## config.mk

```make
export PLATFORM = sky130hd
export DESIGN_NAME = fetch_unit
export DESIGN_NICKNAME = d
export VERILOG_FILES = /design/src/rtl/riscv_pkg.sv /design/src/rtl/fetch_queue.sv /design/src/rtl/fetch_unit.sv
export SDC_FILE = /design/constraint.sdc
export NUM_CORES = 1
export LEC_CHECK = 0
export CAP_MARGIN = 40
export CORE_UTILIZATION = 57
export DETAILED_ROUTE_END_ITERATION = 6
export DONT_BUFFER_PORTS = 1
export GPL_ROUTABILITY_DRIVEN = 0
export PLACE_DENSITY = 0.79
export SYNTH_ARGS = -nofsm -noshare
export SYNTH_HDL_FRONTEND = slang
export SYNTH_SLANG_ARGS = --single-unit
export TNS_END_PERCENT = 20
```

## constraint.sdc

```tcl
create_clock -name clk -period 7.5 [get_ports clk]
set_clock_uncertainty 0.15 [all_clocks]
set_input_delay 1.5 -clock clk [delete_from_list [all_inputs] [get_ports clk]]
set_output_delay 1.5 -clock clk [all_outputs]
set_load 0.01 [all_outputs]
```

## src/rtl/riscv_pkg.sv

```systemverilog
// Shared RV32 fetch-side constants and the queue entry layout.
package riscv_pkg;
    localparam int XLEN = 32;
    localparam int ILEN = 32;
    localparam logic [XLEN-1:0] DEFAULT_RESET_PC = 32'h0000_0000;
    localparam logic [ILEN-1:0] NOP_INSTR = 32'h0000_0013;

    typedef struct packed {
        logic [ILEN-1:0] instr;
        logic [XLEN-1:0] pc;
    } fetch_entry_t;
endpackage

```

## src/rtl/fetch_queue.sv

```systemverilog
// Synchronous FIFO of {instr, pc} entries with flush; QDEPTH must be a power of two.
// Latency: a pushed entry is visible at the head the cycle after the push.
// Backpressure: full/count exposed to the producer; push while full is only legal with a same-cycle pop.
module fetch_queue
    import riscv_pkg::*;
#(
    parameter int QDEPTH = 2
) (
    input  logic                    clk,
    input  logic                    rst_n,
    input  logic                    flush,
    input  logic                    push,
    input  fetch_entry_t            push_dat,
    input  logic                    pop,
    output fetch_entry_t            head_dat,
    output logic                    full,
    output logic                    empty,
    output logic [$clog2(QDEPTH):0] count
);
    localparam int AW = $clog2(QDEPTH);
    localparam int CW = AW + 1;

    fetch_entry_t   mem [QDEPTH];
    logic [AW-1:0]  rd_ptr;
    logic [AW-1:0]  wr_ptr;
    logic           do_push;
    logic           do_pop;

    assign empty    = (count == '0);
    assign full     = (count == CW'(QDEPTH));
    assign do_pop   = pop && !empty;
    assign do_push  = push && (!full || do_pop);
    assign head_dat = mem[rd_ptr];

    always_ff @(posedge clk) begin
        if (!rst_n || flush) begin
            rd_ptr <= '0;
            wr_ptr <= '0;
            count  <= '0;
        end else begin
            if (do_push) wr_ptr <= wr_ptr + AW'(1);
            if (do_pop)  rd_ptr <= rd_ptr + AW'(1);
            case ({do_push, do_pop})
                2'b10:   count <= count + CW'(1);
                2'b01:   count <= count - CW'(1);
                default: count <= count;
            endcase
        end
    end

    always_ff @(posedge clk) begin
        if (do_push && !flush) mem[wr_ptr] <= push_dat;
    end

    assert property (@(posedge clk) disable iff (!rst_n) !(push && full && !pop && !flush));
endmodule

```

## src/rtl/fetch_unit.sv

```systemverilog
// Instruction fetch: sequential PC, imem request issue, in-order response queue to decode; redirect flushes.
// Latency: request accepted in T, response in T+L, instruction offered to decode in T+L+1.
// Backpressure: issue is throttled so inflight + queued never exceeds QDEPTH; optional IF_MISALIGN_TRAP_EN.
module fetch_unit
    import riscv_pkg::*;
#(
    parameter logic [XLEN-1:0] RESET_PC        = DEFAULT_RESET_PC,
    parameter int              QDEPTH          = 2,
    parameter int              MAX_OUTSTANDING = 2
) (
    input  logic            clk,
    input  logic            rst_n,
    input  logic            redirect_valid,
    input  logic [XLEN-1:0] redirect_pc,
    output logic            imem_req_valid,
    input  logic            imem_req_ready,
    output logic [XLEN-1:0] imem_req_addr,
    input  logic            imem_rsp_valid,
    input  logic [ILEN-1:0] imem_rsp_data,
    output logic            out_valid,
    input  logic            out_ready,
    output logic [ILEN-1:0] out_instr,
    output logic [XLEN-1:0] out_pc,
    output logic            out_misalign
);
    localparam int CW = $clog2(QDEPTH) + 1;
    localparam int SW = CW + 1;

    logic [XLEN-1:0] pc;
    logic [XLEN-1:0] redirect_tgt;
    logic [CW-1:0]   inflight;
    logic [CW-1:0]   inflight_nxt;
    logic [CW-1:0]   drop_cnt;
    logic [CW-1:0]   q_count;
    logic [CW-1:0]   pcq_count;
    logic [SW-1:0]   budget;
    logic            halted;
    logic            req_hs;
    logic            rsp_keep;
    logic            pop;
    logic            q_full;
    logic            q_empty;
    logic            pcq_full;
    logic            pcq_empty;
    fetch_entry_t    q_head;
    fetch_entry_t    q_wdat;
    fetch_entry_t    pcq_head;
    fetch_entry_t    pcq_wdat;
    logic            unused_sigs;

    // Stale responses still occupy inflight slots, so they are budgeted too.
    assign budget         = SW'(inflight) + SW'(q_count);
    assign imem_req_valid = rst_n && !halted && !redirect_valid
                            && (budget < SW'(QDEPTH)) && (inflight < CW'(MAX_OUTSTANDING));
    assign imem_req_addr  = pc;
    assign req_hs         = imem_req_valid && imem_req_ready;
    assign rsp_keep       = imem_rsp_valid && (drop_cnt == '0);
    assign pop            = out_valid && out_ready && !halted && !redirect_valid;
    assign q_wdat         = '{instr: imem_rsp_data, pc: pcq_head.pc};
    assign pcq_wdat       = '{instr: '0, pc: pc};

    fetch_queue #(.QDEPTH(QDEPTH)) u_pc_fifo (
        .clk      (clk),
        .rst_n    (rst_n),
        .flush    (redirect_valid),
        .push     (req_hs),
        .push_dat (pcq_wdat),
        .pop      (rsp_keep),
        .head_dat (pcq_head),
        .full     (pcq_full),
        .empty    (pcq_empty),
        .count    (pcq_count)
    );

    fetch_queue #(.QDEPTH(QDEPTH)) u_instr_q (
        .clk      (clk),
        .rst_n    (rst_n),
        .flush    (redirect_valid),
        .push     (rsp_keep),
        .push_dat (q_wdat),
        .pop      (pop),
        .head_dat (q_head),
        .full     (q_full),
        .empty    (q_empty),
        .count    (q_count)
    );

    always_comb begin
        inflight_nxt = inflight;
        if (req_hs && !imem_rsp_valid)      inflight_nxt = inflight + CW'(1);
        else if (!req_hs && imem_rsp_valid) inflight_nxt = inflight - CW'(1);
    end

    always_ff @(posedge clk) begin
        if (!rst_n) begin
            pc       <= RESET_PC;
            inflight <= '0;
            drop_cnt <= '0;
        end else begin
            inflight <= inflight_nxt;
            // Everything still in flight after a redirect belongs to the old stream.
            if (redirect_valid)
                drop_cnt <= inflight_nxt;
            else if (imem_rsp_valid && drop_cnt != '0)
                drop_cnt <= drop_cnt - CW'(1);
            if (redirect_valid)
                pc <= redirect_tgt;
            else if (req_hs)
                pc <= pc + 32'd4;
        end
    end

`ifdef IF_MISALIGN_TRAP_EN
    logic [XLEN-1:0] trap_pc;

    always_ff @(posedge clk) begin
        if (!rst_n) begin
            halted  <= 1'b0;
            trap_pc <= '0;
        end else if (redirect_valid) begin
            halted  <= (redirect_pc[1:0] != 2'b00);
            trap_pc <= redirect_pc;
        end
    end

    assign redirect_tgt = redirect_pc;
`else
    assign halted       = 1'b0;
    assign redirect_tgt = {redirect_pc[XLEN-1:2], 2'b00};
`endif

    always_comb begin
        out_valid    = !q_empty;
        out_misalign = 1'b0;
        out_instr    = q_empty ? '0 : q_head.instr;
        out_pc       = q_empty ? '0 : q_head.pc;
`ifdef IF_MISALIGN_TRAP_EN
        // The fault is reported only once the old stream has fully drained.
        if (halted) begin
            out_valid    = (drop_cnt == '0);
            out_misalign = out_valid;
            out_instr    = out_valid ? NOP_INSTR : '0;
            out_pc       = out_valid ? trap_pc : '0;
        end
`endif
    end

    assign unused_sigs = ^{pcq_head.instr, pcq_count, pcq_full, pcq_empty, q_full, redirect_pc[1:0]};
endmodule

```

==> flow_summary.toml, run 1 <==
[die]
row_count = 46
pin_count = 169
core-area_mm2 = 0.0160
die_h_um = 130
die_w_um = 130
start_util = 0.586
fp.dieArea_mm2 = 0.0170

[clocking]
root_buffer = "clkbuf_16"
clock-sinks = 228
clk_path_buf_depth = 3
hold_buffers = 0
cts_max_level = 1
cts_setup_buffers = 0
numCtsBuffers = 23
cts.repair.resized = 0
insertion_delay_ns = 0.49
cts_tree = "yes"
clk_pin_slew_worst_paths_ns = 0.06

[power]
ir_drop_v = 0.000177
leakagePower_nw = 3.29
p_sw_frac = 0.214
p_int_mw = 2.17
clkPwrFrac = 0.412
power_frac_comb = 0.056
p_switching_mw = 0.590
cellPowerDensity_mw_per_mm2 = 265
power_frac_seq = 0.532

[place]
dp_hpwl_mm = 12.5
io_buffers = 0
dpl-instance-area_mm2 = 0.00963

[setup_path]
cp.arrival_ns = 2.56
end_kind = "primary output"
critPathMaxStageDelay_ns = 0.56
r2r_slack_ns = 3.59
crit_chain = "nand2b_1 > nor4_1"
r2r-end = "u_pc_fifo.mem[0][20]"
cp_slowest_cell = "nor4_1"
cp.buffers_inverters = 0
cpLargestDelayFamily = "simple AND/OR/NAND/NOR gates"
critPathRequiredTime_ns = 5.85
worstRegToRegCells = 5
start_kind = "input port"
criticalPathCategory = "in2out"
path_max_fanout = 39
r2r-start = "u_instr_q.count[0]"

[logic_synthesis]
avgSynthCellArea_um2 = 13.7
synth-seq-area-share = 0.683
synthDistinctLibCells = 53
synth_area_mm2 = 0.00938
synth-edff-count = 184
ys.flop_type = "edfxtp_1"
synth_warnings = 0
synth_seq_cells = 228
syn_inst = 683
async_flop_share = 0

[sta]
fin_crit_sh = 0.562
slew_viol_final = 0
rsz0062_at_grt = "no"
finalSetupViolations = 0
timing.fmax_ghz = 0.237
fin_tns_setup_ns = 0
min_period_ns = 4.21
hold_viol_final = 0
worst_pin_slew_ns = 1.01
relSlewSlack = 0.324

[outcome]
status = "finished, final reports clean"

[cells_and_area]
n_antenna_cell = 0
design_area_mm2 = 0.0104
syn2layout_area_growth_pct = 10.9
layout-drive-gt1-share = 0.125
mostFrequentLayoutCell = "edfxtp_1"
fillers = 1142
nNetsFinal = 756
layout_common_cells = "184 x edfxtp_1, 89 x nor2_1, 63 x mux2i_1"

[worst_hold_path]
hold_class = "reg2reg"
hold_depth = 2
hold_path_end = "u_instr_q.rd_ptr"
min-delay-start = "u_instr_q.rd_ptr"

[global_route]
grt_pass1_wl_mm = 28.3
grt_pass1_vias = 5424
antenna_found_initial = 0
grt_max_degree = 63
grt_usage = 0.219
grt-ovfl-total = 0

[detailed_routing]
dr.pass1.iters = 5
routed-via-count = 5613
drt_iter0_drc = 450
avgRoutedWirePerCell_um = 20.8
viasPerCell = 6.14
routed_wl_mm = 19.0
route.detailed.drc = 0
ant_nets = 0

[flow_run]
maxCapViolCount = 0
[through the flow]
step	power [mW]	std cells	worst slack, ns	hold WS [ns]	util
detailed placement	1.64	873	3.29	0.345	0.602
CTS	2.77	914	3.29	0.365	0.650
global route	2.84	914	3.20	0.389	0.650
floorplan	1.60	687	0.0937	0.322	-
finish	2.75	914	3.29	0.359	0.650
global placement	1.63	870	3.30	0.340	0.598
[state kept, by name, indices dropped and copies added, names as in the netlist, 2 cells and up, named ones only]
| register | cells |
|---|---|
| u_instr_q.mem | 124 |
| u_pc_fifo.mem | 60 |
| imem_req_addr | 30 |
| drop_cnt | 2 |
| inflight | 2 |
| u_instr_q.count | 2 |
| u_pc_fifo.count | 2 |
[worst max path at each step]
| stage | depth (start not counted) | endpoint | from |
|---|---|---|---|
| 2_1_floorplan | 4 | u_instr_q.mem[1][10] | redirect_valid |
| 3_3_place_gp | 2 | imem_req_valid | redirect_valid |
| 3_5_place_dp | 2 | imem_req_valid | redirect_valid |
| 4_1_cts | 2 | imem_req_valid | redirect_valid |
| 5_1_grt | 2 | imem_req_valid | redirect_valid |
| 6_report | 2 | imem_req_valid | redirect_valid |
[cell families after synthesis]
family,synth area share
xor+xnor,0.0131
simple gates,0.116
mux,0.106
buf+inv,0.0219
compound gates,0.0539
other cells,0.000400
fa+ha+maj,0.00614
flops,0.683
[final cells by class]
class | instances | area (um^2) | area share
Sequential cell | 228 | 6410 | 0.616
Timing Repair Buffer | 9 | 108 | 0.0103
Multi-Input combinational cell | 410 | 2810 | 0.270
Clock inverter | 13 | 143 | 0.0137
Inverter | 10 | 37.5 | 0.00361
Clock buffer | 28 | 624 | 0.0600
Tap cell | 216 | 270 | 0.0260
[power groups by stage]
| stage | registers (mW) | clock network, mW | logic [mW] |
|---|---|---|---|
| after floorplan | 1.48 | 0 | 0.126 |
| after global placement | 1.49 | 0 | 0.141 |
| after detailed placement | 1.49 | 0 | 0.154 |
| after CTS | 1.46 | 1.15 | 0.155 |
| after global routing | 1.47 | 1.20 | 0.172 |
| final | 1.46 | 1.14 | 0.154 |
[synth_stat cells, drive strengths merged (4+ instances only)]
cell	n	area share
xnor2	7	0.0065
or3	8	0.0053
nor3b	5	0.0040
nand4	16	0.011
nor4	8	0.0053
o21ai	24	0.013
nand2b	5	0.0033
mux2	32	0.038
o211ai	10	0.0080
a211oi	9	0.0072
edfxtp	184	0.59
xor2	7	0.0065
buf	14	0.0079
and2	5	0.0033
a21oi	10	0.0053
mux2i	63	0.067
and3	6	0.0040
nor2	90	0.036
and4	7	0.0065
nor4b	6	0.0063
inv	9	0.0036
a31oi	6	0.0040
nand3	13	0.0069
nor3	7	0.0037
nand2	28	0.011
dfxtp	44	0.094
clkbuf	25	0.010
or4	4	0.0036
[metal layers]
| layer | GRT usage | vias up | share of wire |
|---|---|---|---|
| met4 | 0.0821 | 0 | 0.026 |
| li1 | - | 2572 | - |
| met1 | 0.269 | 2717 | 0.39 |
| met3 | 0.0599 | 42 | 0.095 |
| met5 | 0 | - | 0 |
| met2 | 0.371 | 282 | 0.49 |
(Power assumes the default switching activity.)
==> run 2: changes to the inputs <==
CORE_UTILIZATION = 60   (was 57)
PLACE_DENSITY = 0.8   (was 0.79)
clock period = 4 ns   (was 7.5 ns; I/O delays follow)
==> flow_summary.toml, run 2 (synthesis results as in run 1) <==
[clocking]
hold_buffers = 0
root_buffer = "clkbuf_16"
cts_tree = "yes"
clk_path_buf_depth = 3
insertion_delay_ns = 0.50
numCtsBuffers = 23
cts_max_level = 1
clock-sinks = 228
cts.repair.resized = 0
clk_pin_slew_worst_paths_ns = 0.06
cts_setup_buffers = 0

[setup_path]
r2r-end = "imem_req_addr[24]"
startpoint = "u_instr_q.count[0]"
cp.arrival_ns = 3.61
start_kind = "flop"
critPathRequiredTime_ns = 4.25
worstRegToRegCells = 7
r2r-start = "u_instr_q.count[0]"
end_kind = "flop"
r2r_slack_ns = 0.64
criticalPathCategory = "reg2reg"
cp-endpoint = "imem_req_addr[24]"
path_max_fanout = 15

[die]
die_h_um = 127
fp.dieArea_mm2 = 0.0161
core-area_mm2 = 0.0152
pin_count = 169
row_count = 45
die_w_um = 127
start_util = 0.617

[cells_and_area]
syn2layout_area_growth_pct = 10.8
nNetsFinal = 759
largest_reg_flops = 124
multi_input_area_mm2 = 0.00282
regArea_mm2 = 0.00641
fillers = 1034
top_register = "u_instr_q.mem"
mostFrequentLayoutCell = "edfxtp_1"
n_antenna_cell = 0
layout_common_cells = "184 x edfxtp_1, 89 x nor2_1, 63 x mux2i_1"
layout-drive-gt1-share = 0.123

[global_route]
use_met2 = 0.388
grt-ovfl-total = 0
grt_usage = 0.229
grt_util_met1 = 0.277
grt.busiest_layer = "met2"
grt_pass1_wl_mm = 28.5
antenna_found_initial = 0
grt.met3_usage = 0.0695
grt_max_degree = 63
grt_pass1_vias = 5365

[detailed_routing]
route.detailed.drc = 0
routed-via-count = 5546
avgRoutedWirePerCell_um = 20.9
routed_wl_mm = 18.6
drt_iter0_drc = 418
dr.pass1.iters = 5
viasPerCell = 6.23
ant_nets = 0

[power]
p_sw_frac = 0.216
power_frac_seq = 0.530
cellPowerDensity_mw_per_mm2 = 498
p_int_mw = 4.06
ir_drop_v = 0.000352
leakagePower_nw = 3.30
power_frac_comb = 0.057
finalPower_mw = 5.18
p_switching_mw = 1.12
clkPwrFrac = 0.414

[worst_hold_path]
hold_depth = 0
hold_class = "in2reg"
min-delay-start = "imem_rsp_data[10]"

[flow_run]
maxCapViolCount = 0

[sta]
relSlewSlack = 0.420
worst_pin_slew_ns = 0.870
min_period_ns = 3.36
fin_tns_setup_ns = 0
timing.fmax_ghz = 0.298
slew_viol_final = 0
fin_crit_sh = 0.839
rsz0062_at_grt = "no"
hold_viol_final = 0
finalSetupViolations = 0

[outcome]
status = "finished, final reports clean"

[place]
dp_hpwl_mm = 12.2
io_buffers = 0
-- run 2: changes by cell type in the layout (fill, tap and decap cells not counted), sizes merged --
cell,previous run,this run
buf,9,12
clkinvlp,1,0
clkinv,10,7
inv,9,11
clkbuf,28,31
-- run 2: cell type report --
type / instances / share of cell area
timing repair buffer: 12 / 0.0118
multi-input combinational: 410 / 0.271
clock buffer: 31 / 0.0602
clock inverter: 11 / 0.0137
tap: 188 / 0.0226
inverter: 10 / 0.00361
sequential: 228 / 0.617
-- run 2: power by group through the flow --
stage	Sequential (mW)	Clock [mW]	Combinational (mW)
after floorplan	2.76	0	0.238
after global placement	2.79	0	0.273
after detailed placement	2.79	0	0.293
after CTS	2.74	2.18	0.295
after global routing	2.75	2.29	0.325
final	2.74	2.14	0.293
-- run 2: how the worst min path moves through the flow --
stage | endpoint | slack (ns)
2_1_floorplan | flop | 0.32
5_1_grt | u_instr_q.mem[0][54] | 0.22
4_1_cts | u_instr_q.mem[1][42] | 0.22
3_3_place_gp | u_instr_q.rd_ptr | 0.35
3_5_place_dp | flop | 0.34
6_report | u_instr_q.mem[1][42] | 0.24
-- run 2: routing by layer --
layer  routed length [um]  part of all wire
met5                    0                 0
met4                  534             0.029
met3                 1970              0.11
met2                 8990              0.48
met1                 7140              0.38
-- run 2: per-stage QoR --
stage	setup WS, ns	cells	hold WS (ns)	cell area [um^2]	util
finish	0.644	890	0.243	10400	0.684
global route	0.489	890	0.220	10400	0.684
CTS	0.668	890	0.223	10400	0.684
detailed placement	0.687	848	0.344	9630	0.633
global placement	0.803	847	0.346	9600	0.631
floorplan	-0.497	687	0.322	9410	-
-- run 2: critical path, cell delays in order, from the launching register on --
cell and delay, ns:
dfxtp_1 0.47, and2_1 0.19, fa_1 0.46, or4b_1 0.58, buf_4 0.23, nor4_1 0.61
nand3_1 0.30, a211oi_1 0.28
